[config.mk]
export PLATFORM = sky130hd
export DESIGN_NAME = div_seq
export DESIGN_NICKNAME = d
export VERILOG_FILES = /design/src/rtl/div_seq_pkg.sv /design/src/rtl/div_step.sv /design/src/rtl/div_seq.sv
export SDC_FILE = /design/constraint.sdc
export NUM_CORES = 1
export LEC_CHECK = 0
export CORE_MARGIN = 2
export CORE_UTILIZATION = 25
export CTS_BUF_LIST = sky130_fd_sc_hd__clkbuf_2 sky130_fd_sc_hd__clkbuf_4 sky130_fd_sc_hd__clkbuf_8
export CTS_CLUSTER_SIZE = 14
export DETAILED_ROUTE_END_ITERATION = 8
export PLACE_DENSITY = 0.45
export SYNTH_ARGS = -nofsm -noshare
export SYNTH_HDL_FRONTEND = slang
export SYNTH_SLANG_ARGS = --single-unit
export TNS_END_PERCENT = 20
[constraint.sdc]
create_clock -name clk -period 2.8 [get_ports clk]
set_clock_uncertainty 0.15 [all_clocks]
set_input_delay 0.28 -clock clk [delete_from_list [all_inputs] [get_ports clk]]
set_output_delay 0.28 -clock clk [all_outputs]
set_load 0.02 [all_outputs]
[src/rtl/div_seq_pkg.sv]
// rtl/div_seq_pkg.sv - shared state encoding, step count and op-control codes for the divider
package div_seq_pkg;

  typedef enum logic [1:0] {
    IDLE     = 2'b00,
    DIV_ZERO = 2'b01,
    ON       = 2'b10,
    END      = 2'b11
  } div_state_t;

  localparam int unsigned DIV_STEPS = 32;
  localparam int unsigned WORD_W    = 32;

  localparam logic [3:0] AND_CONTROL  = 4'b0000;
  localparam logic [3:0] OR_CONTROL   = 4'b0001;
  localparam logic [3:0] ADD_CONTROL  = 4'b0010;
  localparam logic [3:0] XOR_CONTROL  = 4'b0011;
  localparam logic [3:0] NOR_CONTROL  = 4'b0100;
  localparam logic [3:0] SUB_CONTROL  = 4'b0110;
  localparam logic [3:0] SLT_CONTROL  = 4'b0111;
  localparam logic [3:0] SLTU_CONTROL = 4'b1000;
  localparam logic [3:0] MULT_CONTROL = 4'b1001;
  localparam logic [3:0] MULTU_CONTROL = 4'b1010;
  localparam logic [3:0] DIV_CONTROL  = 4'b1011;
  localparam logic [3:0] DIVU_CONTROL = 4'b1100;

  // Magnitude of a two's-complement word; 0x80000000 maps to itself as an unsigned value.
  function automatic logic [WORD_W-1:0] abs32(input logic [WORD_W-1:0] x);
    return x[WORD_W-1] ? (~x + 32'd1) : x;
  endfunction

endpackage

[src/rtl/div_step.sv]
// rtl/div_step.sv - one restoring shift-compare-subtract iteration on {remainder, quotient}
module div_step
  import div_seq_pkg::*;
(
  input  logic [64:0]       work,
  input  logic [WORD_W-1:0] divisor,
  output logic [64:0]       work_next
);

  logic [32:0] partial;
  logic [32:0] diff;
  logic        take;

  // work[64] set would mean the shifted remainder already exceeds any 32-bit divisor.
  always_comb begin
    partial   = {work[63:32], work[31]};
    diff      = partial - {1'b0, divisor};
    take      = work[64] | (partial >= {1'b0, divisor});
    work_next = take ? {diff, work[30:0], 1'b1} : {partial, work[30:0], 1'b0};
  end

endmodule

[src/rtl/div_seq.sv]
// rtl/div_seq.sv - 32-bit sequential signed/unsigned divider with annul and divide-by-zero handling
module div_seq
  import div_seq_pkg::*;
(
  input  logic              clk,
  input  logic              rst,
  input  logic              start,
  input  logic              signed_div,
  input  logic [WORD_W-1:0] a,
  input  logic [WORD_W-1:0] b,
  input  logic              annul,
  output logic              busy,
  output logic              done,
  output logic [63:0]       result
);

  localparam logic [5:0] LAST_STEP = 6'(DIV_STEPS);

  div_state_t        state, next_state;
  logic [5:0]        count;
  logic [64:0]       work, work_next;
  logic [WORD_W-1:0] divisor_mag;
  logic [WORD_W-1:0] dividend;
  logic              neg_q, neg_r;
  logic [WORD_W-1:0] quo_fix, rem_fix;
  logic              accept;

  assign accept = (state == IDLE) && start && !annul;

  div_step u_step (
    .work      (work),
    .divisor   (divisor_mag),
    .work_next (work_next)
  );

  always_ff @(posedge clk) begin
    if (rst) state <= IDLE;
    else     state <= next_state;
  end

  always_comb begin
    next_state = state;
    case (state)
      IDLE:     if (start && !annul) next_state = (b == '0) ? DIV_ZERO : ON;
      DIV_ZERO: next_state = annul ? IDLE : END;
      ON: begin
        if (annul)                   next_state = IDLE;
        else if (count == LAST_STEP) next_state = END;
      end
      END:      next_state = IDLE;
      default:  next_state = IDLE;
    endcase
  end

  always_comb begin
    busy = (state == ON) || (state == DIV_ZERO);
    done = (state == END) && !annul;
  end

  always_comb begin
    quo_fix = neg_q ? (~work[31:0] + 32'd1) : work[31:0];
    rem_fix = neg_r ? (~work[63:32] + 32'd1) : work[63:32];
  end

  always_ff @(posedge clk) begin
    if (rst) begin
      count       <= '0;
      work        <= '0;
      divisor_mag <= '0;
      dividend    <= '0;
      neg_q       <= 1'b0;
      neg_r       <= 1'b0;
      result      <= '0;
    end else begin
      case (state)
        IDLE: begin
          if (accept) begin
            dividend    <= a;
            divisor_mag <= signed_div ? abs32(b) : b;
            work        <= {33'b0, (signed_div ? abs32(a) : a)};
            neg_q       <= signed_div & (a[31] ^ b[31]);
            neg_r       <= signed_div & a[31];
            count       <= '0;
          end
        end
        DIV_ZERO: begin
          if (!annul) result <= {dividend, 32'hFFFF_FFFF};
        end
        ON: begin
          if (annul) begin
            count <= '0;
          end else if (count == LAST_STEP) begin
            result <= {rem_fix, quo_fix};
          end else begin
            work  <= work_next;
            count <= count + 6'd1;
          end
        end
        default: ;
      endcase
    end
  end

endmodule

==> implementation parameters <==
Parameter                              Value

Run status
  Outcome    complete, but fails checks
  Violations in the final reports    setup timing

Floorplan
  Number of rows in the core area    81
  Floorplan core area    48750 µm²
  Die width    225.8 µm
  Full die area    50980 µm²
  Initial Utilization    0.2523
  Number of top-level pins    135
  Die extent in y    225.8 µm

Job
  MaxCap Viol Count    0

Yosys
  Dominant register cell in the synthesized netlist    dfxtp_1
  Simple logic cell fraction of the synthesized area    0.2054
  Synth Area in Adders    0.04436
  Synthesized flop and latch total    203
  Post-Synth XOR/XNOR Area    0.1018
  Number of flops mapped to enable cells by yosys    0
  Net count of the mapped netlist    1748
  Mux share of post-synthesis cell area    0.01791
  Number of library cell types mapped by synthesis    65
  Summed instance area of the synthesized netlist    12300 µm²
  Yosys synthesis warning count    0
  Post-synthesis instance total    1636
  Portion of the post-synthesis area used by sequential elements    0.3305
  Syn Area/Cell    7.517 µm²
  FFs w/ async S/R, synth    0
  Complex-gate fraction of the synthesized area    0.2478
  Main combinational cell family by area after synthesis    compound AO/OA/AOI/OAI gates

Timing
  Tightest hold margin    0.2455 ns
  Final hold vios    0
  Final Max Slew Viols    0
  Final setup violation count    47
  RSZ-0062 raised after global routing    true
  Final critical-path setup slack    -0.2108 ns
  Sum Neg Setup Slack    -5.260 ns
  Clock period minus final worst setup slack    3.011 ns
  Worst relative slew slack    0.2097
  Pin slew with the least headroom to its limit    1.184 ns
  Final Cycle Share    1.075
  Achievable frequency    332.1 MHz

Route
  Wire length after detailed routing    43920 µm
  Initial DRT Pass Iterations    5
  Starting DRC count in detailed routing    674
  Total number of vias    12690
  Average vias per placed instance    4.766
  DR WL/cell    16.50 µm
  DR DRC count    0
  Number of routed nets with antenna violations    0

Setup path
  Type of the worst setup path    reg -> reg
  Worst endpoint data arrival time    3.29 ns
  Critical path required time    3.08 ns
  Largest fanout of any net on the critical path    5
  Slowest stage delay, CP    0.54 ns
  Most numerous cell on the critical path    or4_4
  CP max-delay cell    or4_4
  Critical-path cell list    or4_4, or3_4, or4_4, nand2b_4, buf_4, o21ai_2, xor2_1, a211oi_1, a21oi_1, nor2_1
  Critical Path End Type    flip-flop
  CP startpoint kind    flip-flop

Min path
  Worst Hold Class    in -> reg

Clock tree
  Clock net sink count    203
  Master cell of the clock root buffer    clkbuf_8
  Clock Tree Buf Depth    3
  Clock latency on the worst-skew pair    0.60 ns
  Clock edge transition at the registers on the reported setup and hold paths    0.06 ns
  Max H-tree Level    2
  TritonCTS clock tree    done
  Total CTS buffers    39

Global routing
  Number of global-route vias before repair    12400
  GRT Overall Usage    0.1711
  Global-route wire length before repair    68830 µm
  Final global-route overflow total    0
  Maximum number of pins on one net before global-route repair    133
  Initial antenna violation count    0

Final layout
  Highest-count cells in the layout ignoring fill and taps    nand2_1 (252), buf_4 (252), dfxtp_1 (194), nor2_1 (165), a21oi_1 (162)
  Number of non-filler instances in the completed layout    2662
  Total non-filler cell area in the finished layout    17430 µm²
  Number of fill cells in the layout    5100
  Final #Nets    2081
  Share of final-layout standard cells stronger than drive strength 1    0.2062
  Count of inserted antenna diode cells    0
  Growth of design area from synthesis to finish    41.74%

Placed design
  Number of port buffers    134
  Final RePlAce weighted congestion    0.8638
  Instance area at placement    16100 µm²
  Final HPWL from detailed placement    33520 µm
  Number of cells in the design after placement    2581

Power
  Maximum resistive drop on vdd    492.2 µV
  Cell area power density    817.9 nW/µm²
  Pleak    6.900 nW
## sequential cells by signal, indices dropped and copies added (netlist names)
| name | cells |
|---|---|
| count | 6 |
| dividend | 32 |
| divisor_mag | 32 |
| neg_q | 1 |
| neg_r | 1 |
| result | 64 |
| state | 2 |
| work | 65 |
## metal layers
metal	wire length, µm	vias to the layer above	part of all wire	global-route usage
met2	20010	249	0.46	0.2813
met1	20690	5926	0.47	0.2265
li1	-	6448	-	-
met4	1357	0	0.031	0.05597
met5	0	-	0	0
met3	1861	63	0.042	0.02914
## metrics by stage
| step | util | worst slack [ns] | total power, mW |
|---|---|---|---|
| 3_5_place_dp | 0.3302 | -0.4309 | 10.23 |
| 2_1_floorplan | - | -0.05005 | 7.677 |
| 5_1_grt | 0.3576 | -0.3525 | 15.24 |
| 4_1_cts | 0.3540 | -0.2274 | 14.17 |
| 3_3_place_gp | 0.3302 | -0.3548 | 10.20 |
| 6_report | 0.3576 | -0.2108 | 14.26 |
## cells in the mapped netlist (5+ instances only)
cell type / instances / area, µm²
nand4_1: 9 / 56.30
o22ai_1: 13 / 81.33
nor4_1: 9 / 56.30
or4_1: 17 / 127.6
and2_1: 5 / 31.28
clkbuf_1: 88 / 330.3
nor2b_1: 7 / 43.79
a311oi_1: 10 / 87.58
a32oi_1: 9 / 78.83
o41ai_1: 13 / 113.9
o21ai_0: 128 / 640.6
dfxtp_1: 203 / 4064
nor3_1: 16 / 80.08
buf_2: 5 / 25.02
nand3_1: 23 / 115.1
a31oi_1: 9 / 56.30
or3_1: 16 / 100.1
and3_1: 6 / 37.54
a211oi_1: 70 / 525.5
xor2_1: 81 / 709.4
buf_1: 8 / 30.03
inv_1: 61 / 229.0
o31ai_1: 22 / 165.2
nor2_1: 167 / 626.9
mux2i_1: 22 / 220.2
or2_2: 7 / 43.79
xnor2_1: 62 / 543.0
nand2b_1: 9 / 56.30
a21o_1: 10 / 75.07
nand2_1: 253 / 949.7
o211ai_1: 12 / 90.09
a21oi_1: 166 / 830.8
ha_1: 42 / 525.5
## timing repair
item,CTS,global route
endpoints found under the setup margin,50,53
hold buffers,1,0
buffers inserted,4,4
pin swaps,19,16
hold endpoints to repair,27,0
gates resized for setup,42,31
gates cloned,2,0
## path summary, 6_finish.rpt
check | cells after the start | start | to | slack [ns]
min | 3 | a[20] | dividend[20] | 0.25
max reg2reg | 10 | work[38] | result[62] | -0.21
min reg2reg | 2 | dividend[3] | dividend[3] | 0.30
max | 10 | work[38] | result[62] | -0.21
## area by class of cell
class                           instances  area [µm²]  area share
Clock buffer                           59       755.7     0.04335
Clock inverter                         11       145.1    0.008326
Inverter                               61       229.0     0.01314
Multi-Input combinational cell       1267        7940      0.4555
Sequential cell                       203        4075      0.2338
Tap cell                              664       830.8     0.04766
Timing Repair Buffer                  397        3456      0.1982
## logic make-up after synthesis
| group | Yosys count |
|---|---|
| fa+ha+maj | 43 |
| mux | 22 |
| xor+xnor | 143 |
| flops | 203 |
| buf+inv | 166 |
| simple gates | 564 |
| compound gates | 495 |
## report_power, final
| part | switching (mW) | internal, mW |
|---|---|---|
| combinational | 3.82 | 3.34 |
| clock | 1.40 | 2.02 |
| sequential | 0.365 | 3.32 |
| total | 5.59 | 8.67 |
## worst max-delay path, delay by kind of cell (launching register included)
kind	cells	cell delay [ns]
DFF	1	0.35
buffers and inverters	1	0.16
xor gates and xnor gates	1	0.17
and+or+nand+nor	5	1.68
AOI/OAI and AO/OA	3	0.35
Note: power is estimated with default switching activity, not from simulation.
